$ cat src/rtl/cpu_pkg.sv
// cpu_pkg: constants and types shared by the pipeline front end
// (instruction width, major opcodes, default reset PC, fetch FSM states).
package cpu_pkg;

  localparam int          INSTR_W          = 32;
  localparam int unsigned RESET_PC_DEFAULT = 0;

  localparam logic [5:0] OP_RTYPE = 6'd0;
  localparam logic [5:0] OP_J     = 6'd2;
  localparam logic [5:0] OP_BEQ   = 6'd4;
  localparam logic [5:0] OP_ADDIU = 6'd9;
  localparam logic [5:0] OP_LW    = 6'd35;
  localparam logic [5:0] OP_SW    = 6'd43;

  typedef enum logic {
    S_REQ  = 1'b0,
    S_HOLD = 1'b1
  } fetch_state_e;

endpackage

$ cat src/rtl/fetch_fifo.sv
// fetch_fifo: synchronous FIFO of {pc, instr} words with push, pop and flush.
// Flush wins over push and pop in the same cycle; storage itself is not reset.
module fetch_fifo #(
  parameter int unsigned DEPTH = 4,
  parameter int unsigned W     = 41
) (
  input  logic                         clka,
  input  logic                         rst_n,
  input  logic                         push,
  input  logic [W-1:0]                 push_data,
  input  logic                         pop,
  input  logic                         flush,
  output logic                         valid,
  output logic [W-1:0]                 head,
  output logic [$clog2(DEPTH+1)-1:0]   count
);

  localparam int PW = $clog2(DEPTH);
  localparam int CW = $clog2(DEPTH + 1);

  logic [W-1:0]  mem [DEPTH];
  logic [PW-1:0] rd_ptr;
  logic [PW-1:0] wr_ptr;
  logic          do_push;
  logic          do_pop;

  assign valid   = (count != '0);
  assign head    = mem[rd_ptr];
  assign do_pop  = pop & valid & ~flush;
  assign do_push = push & ~flush & ((count != CW'(DEPTH)) | do_pop);

  always_ff @(posedge clka) begin
    if (do_push) mem[wr_ptr] <= push_data;
  end

  always_ff @(posedge clka or negedge rst_n) begin
    if (!rst_n) begin
      rd_ptr <= '0;
      wr_ptr <= '0;
      count  <= '0;
    end else if (flush) begin
      rd_ptr <= '0;
      wr_ptr <= '0;
      count  <= '0;
    end else begin
      if (do_push) wr_ptr <= wr_ptr + 1'b1;
      if (do_pop)  rd_ptr <= rd_ptr + 1'b1;
      count <= count + CW'(do_push) - CW'(do_pop);
    end
  end

endmodule

$ cat src/rtl/inst_fetch_unit.sv
// inst_fetch_unit: byte-serial instruction fetch into a word FIFO for decode.
// Optional IF_STATS_EN adds saturating fetched/flushed counters.
module inst_fetch_unit
  import cpu_pkg::*;
#(
  parameter int unsigned DEPTH    = 4,
  parameter int unsigned AW       = 9,
  parameter int unsigned RESET_PC = RESET_PC_DEFAULT
) (
  input  logic               clka,
  input  logic               rst_n,
  output logic               mem_rd,
  output logic [AW-1:0]      mem_addr,
  input  logic [7:0]         mem_rdata,
  input  logic               redirect_valid,
  input  logic [AW-1:0]      redirect_pc,
  output logic               out_valid,
  input  logic               out_ready,
  output logic [INSTR_W-1:0] out_instr,
  output logic [AW-1:0]      out_pc
`ifdef IF_STATS_EN
  ,
  output logic [15:0]        stat_fetched,
  output logic [15:0]        stat_flushed
`endif
);

  localparam int CW = $clog2(DEPTH + 1);
  localparam int OW = CW + 1;
  localparam int FW = AW + INSTR_W;

  fetch_state_e  state;
  fetch_state_e  state_nxt;
  logic [AW-1:0] fetch_pc;
  logic [1:0]    bcnt;
  logic [1:0]    inflight;
  logic [23:0]   asm_reg;
  logic          resp_pend;
  logic          resp_kill;
  logic [1:0]    rsp_idx_p1;
  logic [AW-1:0] rsp_pc_p1;

  logic          issue;
  logic          room;
  logic          pop_fire;
  logic          rsp_take;
  logic          push;
  logic [OW-1:0] occ;
  logic [AW-1:0] redir_pc_al;
  logic [CW-1:0] fifo_count;
  logic          fifo_valid;
  logic [FW-1:0] fifo_head;
  logic [FW-1:0] push_data;
  logic          unused_redir_lsb;

  assign unused_redir_lsb = ^redirect_pc[1:0];
  assign redir_pc_al      = {redirect_pc[AW-1:2], 2'b00};

  // Occupancy counts words still being assembled so a started word always has a slot.
  assign pop_fire = fifo_valid & out_ready & ~redirect_valid;
  assign occ      = OW'(fifo_count) + OW'(inflight) - OW'(pop_fire);
  assign room     = occ < OW'(DEPTH);

  assign rsp_take  = resp_pend & ~resp_kill & ~redirect_valid;
  assign push      = rsp_take & (rsp_idx_p1 == 2'd3);
  assign push_data = {rsp_pc_p1, mem_rdata, asm_reg};

  always_ff @(posedge clka or negedge rst_n) begin
    if (!rst_n) state <= S_REQ;
    else        state <= state_nxt;
  end

  always_comb begin
    state_nxt = state;
    if (redirect_valid)                 state_nxt = S_REQ;
    else if ((bcnt == 2'd0) && !room)   state_nxt = S_HOLD;
    else                                state_nxt = S_REQ;
  end

  always_comb begin
    issue = 1'b0;
    if (redirect_valid) begin
      issue = 1'b1;
    end else begin
      case (state)
        S_REQ:   issue = (bcnt != 2'd0) || room;
        S_HOLD:  issue = room;
        default: issue = 1'b0;
      endcase
    end
  end

  // Request stage: registered byte request and PC bookkeeping.
  always_ff @(posedge clka or negedge rst_n) begin
    if (!rst_n) begin
      fetch_pc <= AW'(RESET_PC);
      bcnt     <= 2'd0;
      inflight <= 2'd0;
      mem_rd   <= 1'b0;
      mem_addr <= '0;
    end else if (redirect_valid) begin
      fetch_pc <= redir_pc_al;
      bcnt     <= 2'd1;
      inflight <= 2'd1;
      mem_rd   <= 1'b1;
      mem_addr <= redir_pc_al;
    end else begin
      mem_rd   <= issue;
      inflight <= inflight + 2'(issue && (bcnt == 2'd0)) - 2'(push);
      if (issue) begin
        mem_addr <= fetch_pc + AW'(bcnt);
        bcnt     <= bcnt + 2'd1;
        if (bcnt == 2'd3) fetch_pc <= fetch_pc + AW'(4);
      end
    end
  end

  // Response stage: byte returns one cycle after its request.
  always_ff @(posedge clka or negedge rst_n) begin
    if (!rst_n) begin
      resp_pend <= 1'b0;
      resp_kill <= 1'b0;
    end else begin
      resp_pend <= mem_rd;
      resp_kill <= redirect_valid;
    end
  end

  always_ff @(posedge clka) begin
    rsp_idx_p1 <= mem_addr[1:0];
    rsp_pc_p1  <= {mem_addr[AW-1:2], 2'b00};
    if (rsp_take) begin
      case (rsp_idx_p1)
        2'd0:    asm_reg[7:0]   <= mem_rdata;
        2'd1:    asm_reg[15:8]  <= mem_rdata;
        2'd2:    asm_reg[23:16] <= mem_rdata;
        default: ;
      endcase
    end
  end

  fetch_fifo #(
    .DEPTH (DEPTH),
    .W     (FW)
  ) u_fifo (
    .clka      (clka),
    .rst_n     (rst_n),
    .push      (push),
    .push_data (push_data),
    .pop       (pop_fire),
    .flush     (redirect_valid),
    .valid     (fifo_valid),
    .head      (fifo_head),
    .count     (fifo_count)
  );

  assign out_valid = fifo_valid;
  assign out_instr = fifo_valid ? fifo_head[INSTR_W-1:0] : '0;
  assign out_pc    = fifo_valid ? fifo_head[FW-1:INSTR_W] : '0;

`ifdef IF_STATS_EN
  function automatic logic [15:0] sat_add(input logic [15:0] a, input logic [15:0] b);
    logic [16:0] s;
    s = {1'b0, a} + {1'b0, b};
    return s[16] ? 16'hFFFF : s[15:0];
  endfunction

  always_ff @(posedge clka or negedge rst_n) begin
    if (!rst_n) begin
      stat_fetched <= 16'd0;
      stat_flushed <= 16'd0;
    end else begin
      if (push) stat_fetched <= sat_add(stat_fetched, 16'd1);
      if (redirect_valid)
        stat_flushed <= sat_add(stat_flushed, 16'(fifo_count) + 16'(inflight != 2'd0));
    end
  end
`endif

endmodule

$ cat config.mk
export PLATFORM = sky130hd
export DESIGN_NAME = inst_fetch_unit
export DESIGN_NICKNAME = d
export VERILOG_FILES = /design/src/rtl/cpu_pkg.sv /design/src/rtl/fetch_fifo.sv /design/src/rtl/inst_fetch_unit.sv
export SDC_FILE = /design/constraint.sdc
export NUM_CORES = 1
export LEC_CHECK = 0
export ABC_AREA = 1
export CORE_ASPECT_RATIO = 1.2
export CORE_UTILIZATION = 26
export CTS_CLUSTER_DIAMETER = 40
export CTS_CLUSTER_SIZE = 20
export DETAILED_ROUTE_END_ITERATION = 16
export GPL_ROUTABILITY_DRIVEN = 1
export PLACE_DENSITY_LB_ADDON = 0.15
export SLEW_MARGIN = 20
export SYNTH_ARGS = -nofsm -noshare
export SYNTH_HDL_FRONTEND = slang
export SYNTH_HIERARCHICAL = 1
export SYNTH_SLANG_ARGS = --single-unit
$ cat constraint.sdc
create_clock -name clka -period 11.3 [get_ports clka]
set_clock_uncertainty 0.2 [all_clocks]
set_input_delay 1.13 -clock clka [delete_from_list [all_inputs] [get_ports clka]]
set_output_delay 1.13 -clock clka [all_outputs]
set_load 0.02 [all_outputs]
==> results.tsv, run 1 <==
stage	metric	value	unit
outcome	status	complete, no violations	
clock_tree	CTS sink cnt	228	
floorplan	std cell rows	75	
synth	compound-gate portion of the synthesized area	7.95	%
synth	Simple-Gate Fraction of Synth Area	11.8	%
flow_run	max-cap viol count	0	
clock_tree	Max Root-Sink Buffers	3	
synth	Seq/Total Area, Yosys	71.3	%
pwr	P_int	1.73	mW
global_routing	gr usage total	12.0	%
synth	largest family of logic cells by synthesized area	simple AND/OR/NAND/NOR gates	
pwr	PD cells	196	nW/um^2
drt	# DRC	0	
clock_tree	Root Driver	clkbuf_16	
timing	Least-Margin Pin Slew	0.913	ns
global_routing	initial antenna violation count	0	
clock_tree	CTS tree	built	
synth	Synth Warn #	6	
synth	post-synthesis mux area share	0	%
floorplan	Top-Level Pins	73	
critical_path	Critical Path AT	3.01	ns
clock_tree	Worst-path clk slew	0.05	ns
timing	fin. max-slew vios	0	
clock_tree	Skew-Pair Late Insertion Delay	0.50	ns
timing	final hold vios	0	
timing	max_slew headroom	39.1	%
global_routing	largest net degree at the start of global routing	86	
critical_path	critical path class	flop to output pin	
timing	Setup violations, final	0	
floorplan	Core Area	35000	um^2
synth	cells after synthesis	772	
clock_tree	post-CTS sizing	0	
floorplan	starting density of the core	26.4	%
finish	layout cells sized above 1	9.57	%
timing	post-route minimum period	4.34	ns
pwr	Psw	0.549	mW
timing	setup ws final	6.96	ns
drt	DR iter-0 viols	271	
placement	worst slack, placed	6.60	ns
pwr	Switching Share	24.1	%
finish	area grow syn2layout	25.1	%
finish	ANT cells	0	
synth	xor/xnor share of the synthesized area	0.189	%
pwr	Reg power frac	44.6	%
floorplan	Die Y	209	um
synth	Netlist cell types	33	
critical_path	CP required	9.97	ns
synth	Syn Area/Cell	12.0	um^2
pwr	Clk network pwr share	47.5	%
timing	Fin Setup TNS	0	ns
synth	post-synth top area share	61.0	%
placement	final RePlAce weighted congestion	0.696	
drt	Via density	4.23	
synth	adder-cell share of the synthesized area	2.24	%
global_routing	grt ovf	0	
drt	TritonRoute pass-1 iters	6	
synth	top cells by area, synth	edfxtp_1, dfrtp_1, nand2_1	
critical_path	Critical Path End Type	output pin	
drt	Final ANT Viol Nets	0	
timing	final hold slack	0.195	ns
global_routing	first-pass GRT wire length	33100	um
clock_tree	post-CTS setup buffer count	0	
synth	synthesized area	9260	um^2
floorplan	die area	36400	um^2
clock_tree	CTS Buf Count	36	
clock_tree	# H-tree levels	2	
clock_tree	hold buffers post-CTS	0	
synth	register bit total from synthesis	228	
finish	commonest non-fill, non-tap cell in the layout	edfxtp_1	
floorplan	die width	174	um
timing	highest clock rate	231	MHz
synth	post-synth top area cell	edfxtp_1	
placement	I/O Buffers	70	
critical_path	CP max FO	72	
timing	Final period util	38.4	%
critical_path	Setup crit start kind	flop	
pwr	Design Power	2.28	mW
pwr	maximum vdd ir drop	0.000105	V
finish	Layout fillers	3521	
timing	setup repair after global routing missed its margin	no	
global_routing	vias in the first global route	5815	
finish	most frequent cells in the layout	edfxtp_1, nand2_1, nor2_1	
finish	# nets final	899	
drt	final WL	21400	um
worst_hold_path	Hold Path Class	flop to flop	
pwr	Lkg Pwr	4.49	nW
finish	Largest register FFs	164	
drt	vias	5706	
drt	routed wire length per instance	15.8	um
placement	Final HPWL DP	11500	um
pwr	combinational cell fraction of total power	7.9	%
[power groups by stage]
| stage | Combinational, mW | Clock (mW) | Sequential, mW |
|---|---|---|---|
| after global routing | 0.205 | 1.14 | 1.02 |
| final | 0.179 | 1.08 | 1.01 |
| after global placement | 0.182 | 0 | 1.03 |
| after detailed placement | 0.183 | 0 | 1.03 |
| after floorplan | 0.107 | 0 | 1.03 |
| after CTS | 0.183 | 1.11 | 1.02 |
[Yosys cell counts]
library cell	n
or2_2	2
dfrtp_1	31
buf_12	1
dfxtp_1	9
buf_4	1
clkbuf_1	6
o21ai_2	1
edfxtp_1	188
nand2_1	121
a21oi_1	1
o211ai_1	1
or2_1	1
inv_2	2
xor2_1	1
buf_6	16
nand3_1	32
xnor2_1	1
o22ai_1	41
buf_2	11
nor2_1	109
nor3_1	4
nand4_1	3
o21ai_0	52
fa_1	1
clkbuf_4	1
ha_1	15
conb_1	1
clkinv_1	1
inv_1	74
nand2_2	2
clkbuf_2	3
o21ai_1	38
o21bai_1	1
[per-layer routing]
metal,track usage [%],vias up,routed length [um]
met3,2.29,36,752
li1,-,2842,-
met2,20.3,107,10300
met5,0,-,0
met1,15.2,2721,9890
met4,4.08,0,474
[path summary, 6_finish.rpt]
kind                                  start          endpoint  slack [ns]  depth (start not counted)
min reg2reg                          mem_rd         resp_pend        0.20                          0
max in group asynchronous             rst_n  u_fifo/rd_ptr[0]        9.73                          2
min in group asynchronous             rst_n       mem_addr[7]        0.83                          2
max reg2reg                 u_fifo/count[1]       inflight[0]        7.83                         18
max                        u_fifo/rd_ptr[0]         out_pc[2]        6.96                          7
min                                  mem_rd         resp_pend        0.20                          0
[metrics by stage]
step                      utilization [%]  area (um^2)  instances
after floorplan                         -         9280        779
after global placement               29.7        10400       1286
after detailed placement             29.7        10400       1286
after CTS                            33.1        11600       1350
after global routing                 33.1        11600       1350
final                                33.1        11600       1350
[logic make-up (layout without fill, tap and decap cells)]
group | count (synthesis) | count (layout)
flip-flops | 228 | 228
AO/OA/AOI/OAI | 135 | 135
XOR/XNOR | 2 | 2
AND/OR/NAND/NOR | 274 | 274
adder cells (fa/ha/maj) | 16 | 16
buffers and inverters | 116 | 225
other | 1 | 8
[area by class of cell]
class / instances / area [um^2] / area share [%]
clock inverters: 22 / 236 / 2.04
repair buffers: 84 / 806 / 6.96
clock buffers: 42 / 955 / 8.24
well taps: 462 / 578 / 4.99
multi-input cells: 435 / 2120 / 18.3
flip-flops and latches: 228 / 6600 / 57.0
inverters: 77 / 289 / 2.50
[worst max-delay path: stages, from the launching register on]
cell	delay [ns]
dfrtp_2	0.40
inv_2	0.20
buf_4	0.73
o21ai_0	0.17
o22ai_1	0.16
nand2_1	0.10
inv_1	0.12
clkdlybuf4s50_1	0.61
(Power assumes the default switching activity.)
==> run 2, diff against run 1 <==
Clock period 11.3 ns to 4.02 ns, I/O delays scaled along.
==> run 2 against run 1 <==
  * Wire length increased by 1.5%
  * Non-clock buffer count increased by 6
  * Die area unchanged
  * Final area increased by 0.48%
  * Critical path depth decreased by 1
  * Worst hold slack got worse by 0.10 ns
  * Critical endpoint is now out_instr[22]
==> results.tsv, run 2 (synthesis results as in run 1) <==
stage	metric	value	unit	change
outcome	status	complete, no violations		
finish	# nets final	905		+0.67%
drt	TritonRoute pass-1 iters	4		-2
pwr	P_int	4.79	mW	+180%
clock_tree	Skew-Pair Late Insertion Delay	0.50	ns	about the same
drt	Final ANT Viol Nets	0		unchanged
drt	vias	5822		+2.0%
pwr	Switching Share	23.8	%	-0.38 points
pwr	combinational cell fraction of total power	8.0	%	about the same
critical_path	Crit path depth	6		-1
timing	setup repair after global routing missed its margin	no		
drt	Via density	4.29		+1.5%
clock_tree	Root Driver	clkbuf_16		
critical_path	Critical Path Max Stage Delay	0.68	ns	-0.05 ns
critical_path	CP required	3.42	ns	-6.55 ns
pwr	Clk network pwr share	46.5	%	-1.0 points
clock_tree	CTS Buf Count	36		unchanged
clock_tree	post-CTS sizing	0		unchanged
floorplan	die area	36400	um^2	unchanged
global_routing	gr usage total	12.2	%	+0.25 points
critical_path	critical path class	flop to output pin		
finish	most frequent cells in the layout	edfxtp_1, nand2_1, nor2_1		
clock_tree	post-CTS setup buffer count	0		unchanged
finish	Post-Layout Cell Count	1357		+0.52%
critical_path	CP Capture Point	out_instr[22]		
finish	area grow syn2layout	25.7	%	
pwr	Lkg Pwr	4.50	nW	+0.22%
floorplan	die width	174	um	unchanged
critical_path	Critical Path End Type	output pin		
global_routing	grt ovf	0		unchanged
global_routing	first-pass GRT wire length	34000	um	+2.6%
floorplan	Core Area	35000	um^2	unchanged
pwr	maximum vdd ir drop	0.000248	V	+140%
placement	I/O Buffers	70		unchanged
critical_path	r2r worst-path depth	18		unchanged
critical_path	CP max-delay cell	buf_4		
critical_path	CP cell instances	buf_4, o21ai_0, o22ai_1, nand2_1, inv_1, clkdlybuf4s50_1		
clock_tree	CTS sink cnt	228		unchanged
placement	Final HPWL DP	12300	um	+6.6%
pwr	PD cells	539	nW/um^2	+170%
critical_path	r2r startpoint	u_fifo/count[1]		
global_routing	largest net degree at the start of global routing	86		unchanged
drt	final WL	21700	um	+1.5%
placement	final RePlAce weighted congestion	0.752		+8.1%
drt	DR iter-0 viols	303		+12%
finish	Largest register FFs	164		unchanged
global_routing	initial antenna violation count	0		unchanged
placement	dpl cell area	10500	um^2	+0.92%
clock_tree	Worst-path clk slew	0.04	ns	about the same
timing	post-route minimum period	3.44	ns	
timing	max_slew headroom	36.5	%	-2.6 points
critical_path	Setup crit start kind	flop		
timing	final hold vios	0		unchanged
critical_path	crit path from	u_fifo/rd_ptr[0]		
floorplan	Die Y	209	um	unchanged
floorplan	Top-Level Pins	73		unchanged
critical_path	CP max FO	85		+18%
clock_tree	Max Root-Sink Buffers	3		unchanged
finish	layout cells sized above 1	9.72	%	+0.15 points
worst_hold_path	Hold Path Class	primary input to async pin		
pwr	Psw	1.49	mW	+170%
critical_path	Worst R2R End	inflight[0]		
drt	routed wire length per instance	16.0	um	+0.95%
critical_path	R2R setup slack	0.88	ns	-6.95 ns
timing	Setup violations, final	0		unchanged
clock_tree	hold buffers post-CTS	0		unchanged
pwr	Reg power frac	45.5	%	+0.9 points
global_routing	vias in the first global route	5863		+0.83%
floorplan	starting density of the core	26.4	%	unchanged
placement	Post-Place Cells	1292		+0.47%
timing	highest clock rate	291	MHz	
timing	Fin Setup TNS	0	ns	unchanged
critical_path	crit path buf inv count	3		-1
timing	fin. max-slew vios	0		unchanged
finish	commonest non-fill, non-tap cell in the layout	edfxtp_1		
timing	Least-Margin Pin Slew	0.952	ns	+0.0392 ns
finish	cell area after layout	11600	um^2	+0.48%
critical_path	Critical Path AT	2.83	ns	-0.18 ns
clock_tree	# H-tree levels	2		unchanged
critical_path	critical path's top delay family	buffers and inverters		
flow_run	max-cap viol count	0		unchanged
drt	# DRC	0		unchanged
floorplan	std cell rows	75		unchanged
timing	Final period util	85.5	%	
clock_tree	CTS tree	built		
finish	ANT cells	0		unchanged
==> run 2: cell types whose count changed in the layout (fill, tap and decap cells not counted), moves of 2 or more <==
cell	previous run	this run
buf_12	0	4
inv_8	5	0
clkinv_4	0	2
buf_4	14	16
clkinvlp_4	2	5
inv_6	5	3
clkbuf_1	4	7
==> run 2: worst min path at each step <==
stage / start / end / slack [ns] / depth (start not counted)
finish: rst_n / fetch_pc[5] / 0.09 / 1
global route: rst_n / mem_rd / 0.11 / 1
CTS: rst_n / fetch_pc[5] / 0.1 / 1
detailed placement: mem_rd / resp_pend / 0.20 / 0
global placement: mem_rd / resp_pend / 0.21 / 0
floorplan: rst_n / bcnt[0] / -0.09 / 0
==> run 2: stage by stage <==
| step | total power, mW | worst slack (ns) | utilization, % | hold WS [ns] |
|---|---|---|---|---|
| after floorplan | 3.19 | 0.163 | - | -0.0936 |
| after global placement | 3.41 | 0.489 | 30.0 | 0.210 |
| after detailed placement | 3.41 | 0.466 | 30.0 | 0.199 |
| after global routing | 6.55 | 0.331 | 33.3 | 0.105 |
| final | 6.28 | 0.583 | 33.3 | 0.0923 |
| after CTS | 6.37 | 0.485 | 33.3 | 0.0977 |
==> run 2: cell type report <==
type	count	area, um^2
clock inverters	19	171
clock buffers	46	980
multi-input cells	435	2120
repair buffers	90	901
well taps	462	578
flip-flops and latches	228	6600
inverters	77	289
fillers	3511	23400
==> run 2: layer usage <==
metal	track usage, %	wire length [um]	share of wire (%)
met4	4.14	500	2.3
met3	2.13	849	3.9
met2	20.4	10300	47
met5	0	0	0
met1	15.9	10100	46
==> run 2: power groups by stage <==
stage	Clock [mW]	Sequential (mW)	Combinational, mW
after detailed placement	0	2.90	0.515
after floorplan	0	2.89	0.300
after CTS	2.99	2.86	0.516
after global routing	3.09	2.87	0.582
final	2.92	2.86	0.503
after global placement	0	2.90	0.510
